[src/rtl/spi_sensor_poll_ctrl.sv]
// Periodic SPI sensor poller: requests one byte from the SPI master every PERIOD_CYCLES
// and stores it into a circular sample memory, flagging frame completion and timeouts.
module spi_sensor_poll_ctrl #(
  parameter int PERIOD_CYCLES = 1000,
  parameter int ADDR_W        = 4,
  parameter int FRAME_LEN     = 8,
  parameter int TIMEOUT       = 255
) (
  input  logic              clk,
  input  logic              rst,
  input  logic              enable,
  output logic              spi_valid,
  input  logic              spi_ready,
  input  logic [7:0]        spi_data,
  output logic              mem_we,
  output logic [ADDR_W-1:0] mem_addr,
  output logic [7:0]        mem_wdata,
  output logic              frame_done,
  output logic              timeout_err,
  output logic              busy,
  output logic [2:0]        dbg_state
);

  localparam int PCNT_W = $clog2(PERIOD_CYCLES);
  localparam int TCNT_W = $clog2(TIMEOUT + 1);
  localparam int FCNT_W = $clog2(FRAME_LEN + 1);
  localparam logic [PCNT_W-1:0] PCNT_LAST = PCNT_W'(PERIOD_CYCLES - 1);
  localparam logic [TCNT_W-1:0] TCNT_LAST = TCNT_W'(TIMEOUT - 1);
  localparam logic [FCNT_W-1:0] FCNT_LAST = FCNT_W'(FRAME_LEN - 1);

  typedef enum logic [2:0] {
    S_IDLE  = 3'd0,
    S_REQ   = 3'd1,
    S_WRITE = 3'd2,
    S_DRAIN = 3'd3,
    S_WAIT  = 3'd4
  } state_t;

  state_t            state;
  logic [PCNT_W-1:0] pcnt;
  logic [TCNT_W-1:0] tcnt;
  logic [FCNT_W-1:0] fcnt;

  assign dbg_state = state;

  // Handshake: spi_valid rises on REQ entry and stays high until the first cycle spi_ready
  // is sampled high (spi_data is captured on that same edge) or the timeout expires; the
  // master must then release spi_ready, which DRAIN waits for before any new request.
  always_ff @(posedge clk) begin
    if (rst) begin
      state       <= S_IDLE;
      spi_valid   <= 1'b0;
      mem_we      <= 1'b0;
      mem_addr    <= '0;
      mem_wdata   <= '0;
      frame_done  <= 1'b0;
      timeout_err <= 1'b0;
      busy        <= 1'b0;
      pcnt        <= '0;
      tcnt        <= '0;
      fcnt        <= '0;
    end else begin
      mem_we     <= 1'b0;
      frame_done <= 1'b0;
      if (state != S_IDLE && pcnt != PCNT_LAST) pcnt <= pcnt + 1'b1;

      case (state)
        S_IDLE: begin
          if (enable) begin
            state       <= S_REQ;
            spi_valid   <= 1'b1;
            busy        <= 1'b1;
            pcnt        <= '0;
            tcnt        <= '0;
            fcnt        <= '0;
            timeout_err <= 1'b0;
          end
        end
        S_REQ: begin
          // Ready is checked before the timeout so a last-cycle response still wins.
          if (spi_ready) begin
            mem_wdata <= spi_data;
            mem_we    <= 1'b1;
            spi_valid <= 1'b0;
            state     <= S_WRITE;
          end else if (tcnt == TCNT_LAST) begin
            timeout_err <= 1'b1;
            spi_valid   <= 1'b0;
            state       <= S_DRAIN;
          end else begin
            tcnt <= tcnt + 1'b1;
          end
        end
        S_WRITE: begin
          mem_addr <= mem_addr + 1'b1;
          if (fcnt == FCNT_LAST) begin
            fcnt       <= '0;
            frame_done <= 1'b1;
          end else begin
            fcnt <= fcnt + 1'b1;
          end
          state <= S_DRAIN;
        end
        S_DRAIN, S_WAIT: begin
          // An overrun period (pcnt saturated) restarts straight out of DRAIN.
          if (state == S_WAIT || !spi_ready) begin
            if (pcnt != PCNT_LAST) begin
              state <= S_WAIT;
            end else if (enable) begin
              state     <= S_REQ;
              spi_valid <= 1'b1;
              pcnt      <= '0;
              tcnt      <= '0;
            end else begin
              state <= S_IDLE;
              busy  <= 1'b0;
            end
          end
        end
        default: begin
          state     <= S_IDLE;
          spi_valid <= 1'b0;
          busy      <= 1'b0;
        end
      endcase
    end
  end

endmodule

[config.mk]
export PLATFORM = sky130hd
export DESIGN_NAME = spi_sensor_poll_ctrl
export DESIGN_NICKNAME = d
export VERILOG_FILES = /design/src/rtl/spi_sensor_poll_ctrl.sv
export SDC_FILE = /design/constraint.sdc
export NUM_CORES = 1
export LEC_CHECK = 0
export BUFFER_PORTS_ARGS = -buffer_cell sky130_fd_sc_hd__clkbuf_2
export CORE_MARGIN = 2
export CORE_UTILIZATION = 45
export CTS_CLUSTER_SIZE = 30
export DETAILED_ROUTE_END_ITERATION = 10
export GPL_TIMING_DRIVEN = 0
export HOLD_SLACK_MARGIN = 0.08
export PLACE_DENSITY = 0.65
export SLEW_MARGIN = 20
export SYNTH_ARGS = -nofsm -noshare
export SYNTH_HDL_FRONTEND = slang
export SYNTH_SLANG_ARGS = --single-unit
[constraint.sdc]
create_clock -name clk -period 2 [get_ports clk]
set_input_delay 0.1 -clock clk [delete_from_list [all_inputs] [get_ports clk]]
set_output_delay 0.1 -clock clk [all_outputs]
set_load 0.05 [all_outputs]
==> results of run 1 <==
critical path, stage by stage (launching register included):
cell and delay, ps:
dfxtp_1 320, buf_2 180, nand2b_1 230, o2111ai_2 420, nand2_1 280, a311oi_1 290
what timing repair did:
action	4_1_cts	5_1_grt
hold endpoints to repair	8	0
buffers inserted	0	0
hold buffers	8	0
gates resized for setup	0	2
endpoints found under the setup margin	0	7
state kept, by name, indices dropped and copies added (netlist names):
name	cells
dbg_state	3
mem_we	1
fcnt	4
frame_done	1
pcnt	10
spi_valid	1
mem_wdata	8
busy	1
timeout_err	1
mem_addr	4
tcnt	8
layer usage:
layer / global-route usage / share of wire
met4: 0.06173 / 0.015
met1: 0.2951 / 0.46
met3: 0.04144 / 0.069
met2: 0.3133 / 0.46
met5: 0 / 0
cell usage in the layout (no fill, tap or decap), types with 3 or more instances in the layout:
cell           instances
buf_1                  3
nand4_1                7
inv_1                  8
clkbuf_2              31
o21ai_0                7
clkbuf_8               5
o311a_1                3
xor2_1                 5
ha_1                   5
o31ai_1                3
nand2_1               35
buf_2                  3
nor2_1                11
a21oi_1               22
a311oi_1               4
clkbuf_1               7
dlygate4sd3_1          8
dfxtp_1               42
nor3_1                12
nand3_1                9
a22oi_1                3
and3_1                 4
xnor2_1                5
area by class of cell:
class / count / area [sq um]
fillers: 447 / 2087
multi-input cells: 189 / 1241
flip-flops and latches: 42 / 840.8
repair buffers: 39 / 235.2
clock buffers: 6 / 72.57
well taps: 54 / 67.56
plain buffers: 12 / 48.80
clock inverters: 2 / 37.54
inverters: 8 / 30.03
power by group:
part / total (uW) / switching, uW / internal [uW] / leakage, uW
logic: 734 / 514 / 220 / 0.000584
clock network: 667 / 295 / 372 / 0.0000514
registers: 945 / 47.3 / 898 / 0.000340
through the flow:
step	power, uW	hold WS, ps
2_1_floorplan	1502	236.0
3_3_place_gp	1666	324.8
3_5_place_dp	1671	331.4
4_1_cts	2358	206.4
5_1_grt	2476	241.6
6_report	2346	216.1
kinds of logic (layout without fill, tap and decap cells):
group / after synthesis / after routing
compound gates: 69 / 69
xor+xnor: 10 / 10
fa+ha+maj: 5 / 5
buf+inv: 20 / 67
flops: 42 / 42
mux: 2 / 2
simple gates: 103 / 103
how the worst min path moves through the flow:
| stage | startpoint | to | slack, ps | cells past startpoint |
|---|---|---|---|---|
| 6_report | enable | busy | 220 | 3 |
| 5_1_grt | enable | busy | 240 | 3 |
| 4_1_cts | enable | busy | 210 | 3 |
| 3_5_place_dp | spi_data[4] | mem_wdata[4] | 330 | 3 |
| 3_3_place_gp | spi_data[6] | mem_wdata[6] | 320 | 3 |
| 2_1_floorplan | spi_data[0] | mem_wdata[0] | 240 | 2 |
==> metrics.txt, run 1 <==
endpoint class of the critical path flip-flop; crit path time final 1803 ps; WL/cell 14.94 microns; Post-synth EDFFs 0; Pwr per Cell Area 911.7 mW/mm^2; complex-gate fraction of the synthesized area 0.2282; Max FO, Critical Path 10; crit path to tcnt[7]; core area 0.004661 sq mm; Async SR Flop Fraction 0; most numerous cell in the Yosys netlist dfxtp_1; dpl hpwl 3624 microns; post-route ant nets 0; # diodes 0; clock buffer depth 2; Syn Area/Cell 8.564 sq um; Pre-antenna DRT Iters 4; Hold Fails Final Rpt 0; LEAKAGE 0.0009754 uW; Area growth, synth to finish 19.73%; Synth Flop Type dfxtp_1; Post-Place Cells 336; Tcrit/Tclk final 0.9013; CTS sink cnt 42; die area 0.005346 sq mm; Gate Count Post-Synth 251; sequential cell area fraction in the yosys report 0.3912; Synth top area share 0.3912; adder-cell share of the synthesized area 0.02910; Worst-Skew Late Latency 300 ps; worst path required time 2210 ps; CP startpoint dbg_state[2]; GRT Util Overall 0.2065; RSZ-0062 raised after global routing false; layout cells sized above 1 0.1879; vias post-DR 2,064; worst endpoint data arrival time 2010 ps; root buf cell clkbuf_8; Tightest Hold Check Type primary input to flip-flop; pre-CTS setup slack 134.1 ps; top cells by area, synth dfxtp_1 (39%), nand2_1 (6.1%), a21oi_1 (5.4%); H-tree Lvls 2; TritonCTS buffer count 5; CTS tree yes; worst r2r src dbg_state[2]; flops & latches, synth 42; Worst-path clk slew 80 ps; post-synthesis mux area share 0.009895; Worst slew margin 0.6143; Slew Viols, Final 0; R2R depth 5; Routability Congestion 0.8135; Synth Area in XOR/XNOR 0.04075; initial core utilization 0.4612; MaxCap Viol Count 0; slack of the worst reg-to-reg path 200 ps; Post-Route Utilization 0.5522; maximum VDD drop 471.0 uV; Post-DP Area 0.002372 sq mm; number of global-route vias before repair 1,848; maximum clock frequency 0.5547 GHz; I/O Buffers 31; Chip Height 73.12 microns; Routed WL 5258 microns; Post-Syn Nets 268; post-route cell area 0.002574 sq mm; total grt overflow 0; initial antenna violation count 0; Slew @ Worst Pin 578.6 ps; Final nets 314; clock skew 5.583 ps; Synth area leader dfxtp_1; Avg Vias per Cell 5.864; R2R Path End tcnt[7]; CP Launch Type flip-flop; setup ws final 197.3 ps; setup TNS 0 ps; most frequent cells after synthesis dfxtp_1 (42), nand2_1 (35), a21oi_1 (23), nor3_1 (12), nor2_1 (11); Final setup viols 0; Ports 32; first-pass GRT wire length 8631 microns; main combinational cell family by area after synthesis simple AND/OR/NAND/NOR gates; Post-Synth Simple-Gate Area 0.2643; Post-Syn Area 0.002150 sq mm; number of core rows 25; Netlist cell types 57; largest net degree at the start of global routing 14; status completed; Die Width 73.12 microns; Yosys warning count 0; DRT iter0 DRCs 172; Setup CP Type flip-flop to flip-flop; # DRC 0; Non-Filler Instances 352
Note: power is estimated with default switching activity, not from simulation.
==> inputs of run 2 (changes only) <==
--- a/config.mk
+++ b/config.mk
@@ -6,8 +6,10 @@
 export NUM_CORES = 1
 export LEC_CHECK = 0
 export BUFFER_PORTS_ARGS = -buffer_cell sky130_fd_sc_hd__clkbuf_2
+export CORE_ASPECT_RATIO = 0.9
 export CORE_MARGIN = 2
 export CORE_UTILIZATION = 45
+export CTS_BUF_LIST = sky130_fd_sc_hd__clkbuf_16
 export CTS_CLUSTER_SIZE = 30
 export DETAILED_ROUTE_END_ITERATION = 10
 export GPL_TIMING_DRIVEN = 0
==> run 2 against run 1 <==
Compared with the run above: sequential power barely moved; sequential cell count did not move; count of clock-buffer cells in the layout down 1; critical endpoint is now pcnt[4].
==> metrics.txt, run 2 (synthesis results as in run 1) <==
# diodes 0 (unchanged); Slew Viols, Final 0 (unchanged); largest net degree at the start of global routing 13 (was 14); Worst Hold Slack 224.3 ps (was 216.1 ps); endpoint class of the critical path flip-flop (unchanged); Tcrit/Tclk final 0.9079 (was 0.9013); first-pass GRT wire length 8901 microns (was 8631 microns); DR WL met3 306 microns (was 361 microns); number of global-route vias before repair 1,869 (was 1,848); # Post-CTS Setup Buffers 0 (unchanged); status completed (unchanged); total grt overflow 0 (unchanged); Post-DP Area 0.002382 sq mm (was 0.002372 sq mm); post-route cell area 0.002625 sq mm (was 0.002574 sq mm); commonest non-fill, non-tap cell in the layout dfxtp_1 (unchanged); maximum VDD drop 520.8 uV (was 471.0 uV); Die Width 76.85 microns (was 73.12 microns); H-tree Lvls 2 (unchanged); Slew @ Worst Pin 566.4 ps (was 578.6 ps); Fillers 432 (was 447); most frequent cells in the layout dfxtp_1 (42), nand2_1 (35), clkbuf_2 (31), a21oi_1 (22), nor3_1 (12) (unchanged); Final setup viols 0 (unchanged); Tightest Hold Check Type primary input to flip-flop (unchanged); clock buffer depth 2 (unchanged); layout cells sized above 1 0.1852 (was 0.1879); CTS sink cnt 42 (unchanged); Ports 32 (unchanged); crit path time final 1816 ps (was 1803 ps); dpl hpwl 3746 microns (was 3624 microns); worst endpoint data arrival time 1960 ps (was 2010 ps); Pwr per Cell Area 976.7 mW/mm^2 (was 911.7 mW/mm^2); metal2 WL 2413 microns (was 2397 microns); MaxCap Viol Count 0 (unchanged); # DRC 0 (unchanged); Avg Vias per Cell 5.791 (was 5.864); post-route ant nets 0 (unchanged); RSZ-0062 raised after global routing false (unchanged); Area growth, synth to finish 22.12% (was 19.73%); setup TNS 0 ps (unchanged); CTS tree yes (unchanged); CP Launch Type flip-flop (unchanged); Final nets 314 (unchanged); number of core rows 23 (was 25); core area 0.004518 sq mm (was 0.004661 sq mm); Routability Congestion 0.8804 (was 0.8135); worst path required time 2140 ps (was 2210 ps); Routed WL 5349 microns (was 5258 microns); WL/cell 14.90 microns (was 14.94 microns); max FFs per register 10 (unchanged); Setup CP Type flip-flop to flip-flop (unchanged); Chip Height 69.57 microns (was 73.12 microns); Pre-antenna DRT Iters 4 (unchanged); LEAKAGE 0.0009995 uW (was 0.0009754 uW); Worst-Skew Late Latency 280 ps (was 300 ps); Worst slew margin 0.6224 (was 0.6143); biggest regs pcnt: 10 flops, mem_wdata: 8 flops, tcnt: 8 flops (unchanged); root buf cell clkbuf_16 (was clkbuf_8); Worst-path clk slew 60 ps (was 80 ps); vias post-DR 2,079 (was 2,064); clock skew 2.421 ps (was 5.583 ps); I/O Buffers 31 (unchanged); die area 0.005346 sq mm (about the same); Hold Fails Final Rpt 0 (unchanged); Post-Route Utilization 0.5810 (was 0.5522); DRT iter0 DRCs 174 (was 172); GRT Util Overall 0.2037 (was 0.2065); Biggest register pcnt (unchanged); Final Total Pwr 2564 uW (was 2346 uW); met1 WL 2581 microns (was 2419 microns); initial antenna violation count 0 (unchanged); TritonCTS buffer count 5 (unchanged); DR top layer met4 (unchanged); maximum clock frequency 0.5507 GHz (was 0.5547 GHz); initial core utilization 0.4758 (was 0.4612); Max FO, Critical Path 10 (unchanged)
==> run 2: changes by cell type in the layout (fill, tap and decap cells not counted) <==
cell        delta
clkbuf_1       -1
a21oi_2        +1
clkbuf_8       -5
clkbuf_16      +5
clkinvlp_4     -1
clkinv_1       +1
a21oi_4        -1
==> run 2: worst max-delay path, cell delays in order, from the launching register on <==
cell,delay [ps]
dfxtp_1,360
ha_1,220
and4b_4,260
o2111ai_2,210
a21oi_2,530
nor3_1,100
==> run 2: stage by stage <==
stage                     std cells  worst slack, ps
after floorplan                 251            138.9
after global placement          344            147.7
after detailed placement        344            154.7
after CTS                       359            142.4
after global routing            359            39.00
final                           359            184.3
==> run 2: routing by layer <==
| metal | GRT usage | vias to the layer above |
|---|---|---|
| li1 | - | 1036 |
| met2 | 0.3099 | 58 |
| met4 | 0.06263 | 0 |
| met1 | 0.2884 | 979 |
| met3 | 0.04427 | 6 |
| met5 | 0 | - |
==> run 2: layout make-up <==
type / instances / area [sq um] / area share
clock buffer: 5 / 125.1 / 0.04766
multi-input combinational: 189 / 1234 / 0.4700
inverter: 8 / 30.03 / 0.01144
clock inverter: 2 / 33.78 / 0.01287
sequential: 42 / 840.8 / 0.3203
tap: 62 / 77.57 / 0.02955
timing repair buffer: 39 / 235.2 / 0.08961
buffer: 12 / 48.80 / 0.01859
==> run 2: final timing paths <==
path	start	endpoint	slack [ps]	cells past startpoint
worst max register to register	pcnt[0]	pcnt[4]	180	5
worst max-delay path	pcnt[0]	pcnt[4]	180	5
worst min register to register	mem_wdata[5]	mem_wdata[5]	460	2
worst min-delay path	enable	busy	220	3
==> run 2: timing repair <==
action | 4_1_cts | 5_1_grt
hold buffers | 8 | 0
endpoints found under the hold margin | 8 | 0
setup endpoints to repair | 0 | 4
resized for setup | 0 | 1
==> run 2: where the power goes <==
group | internal, uW | total (uW) | switching, uW
logic | 217 | 733 | 516
clock network | 577 | 885 | 308
registers | 900 | 946 | 46.9
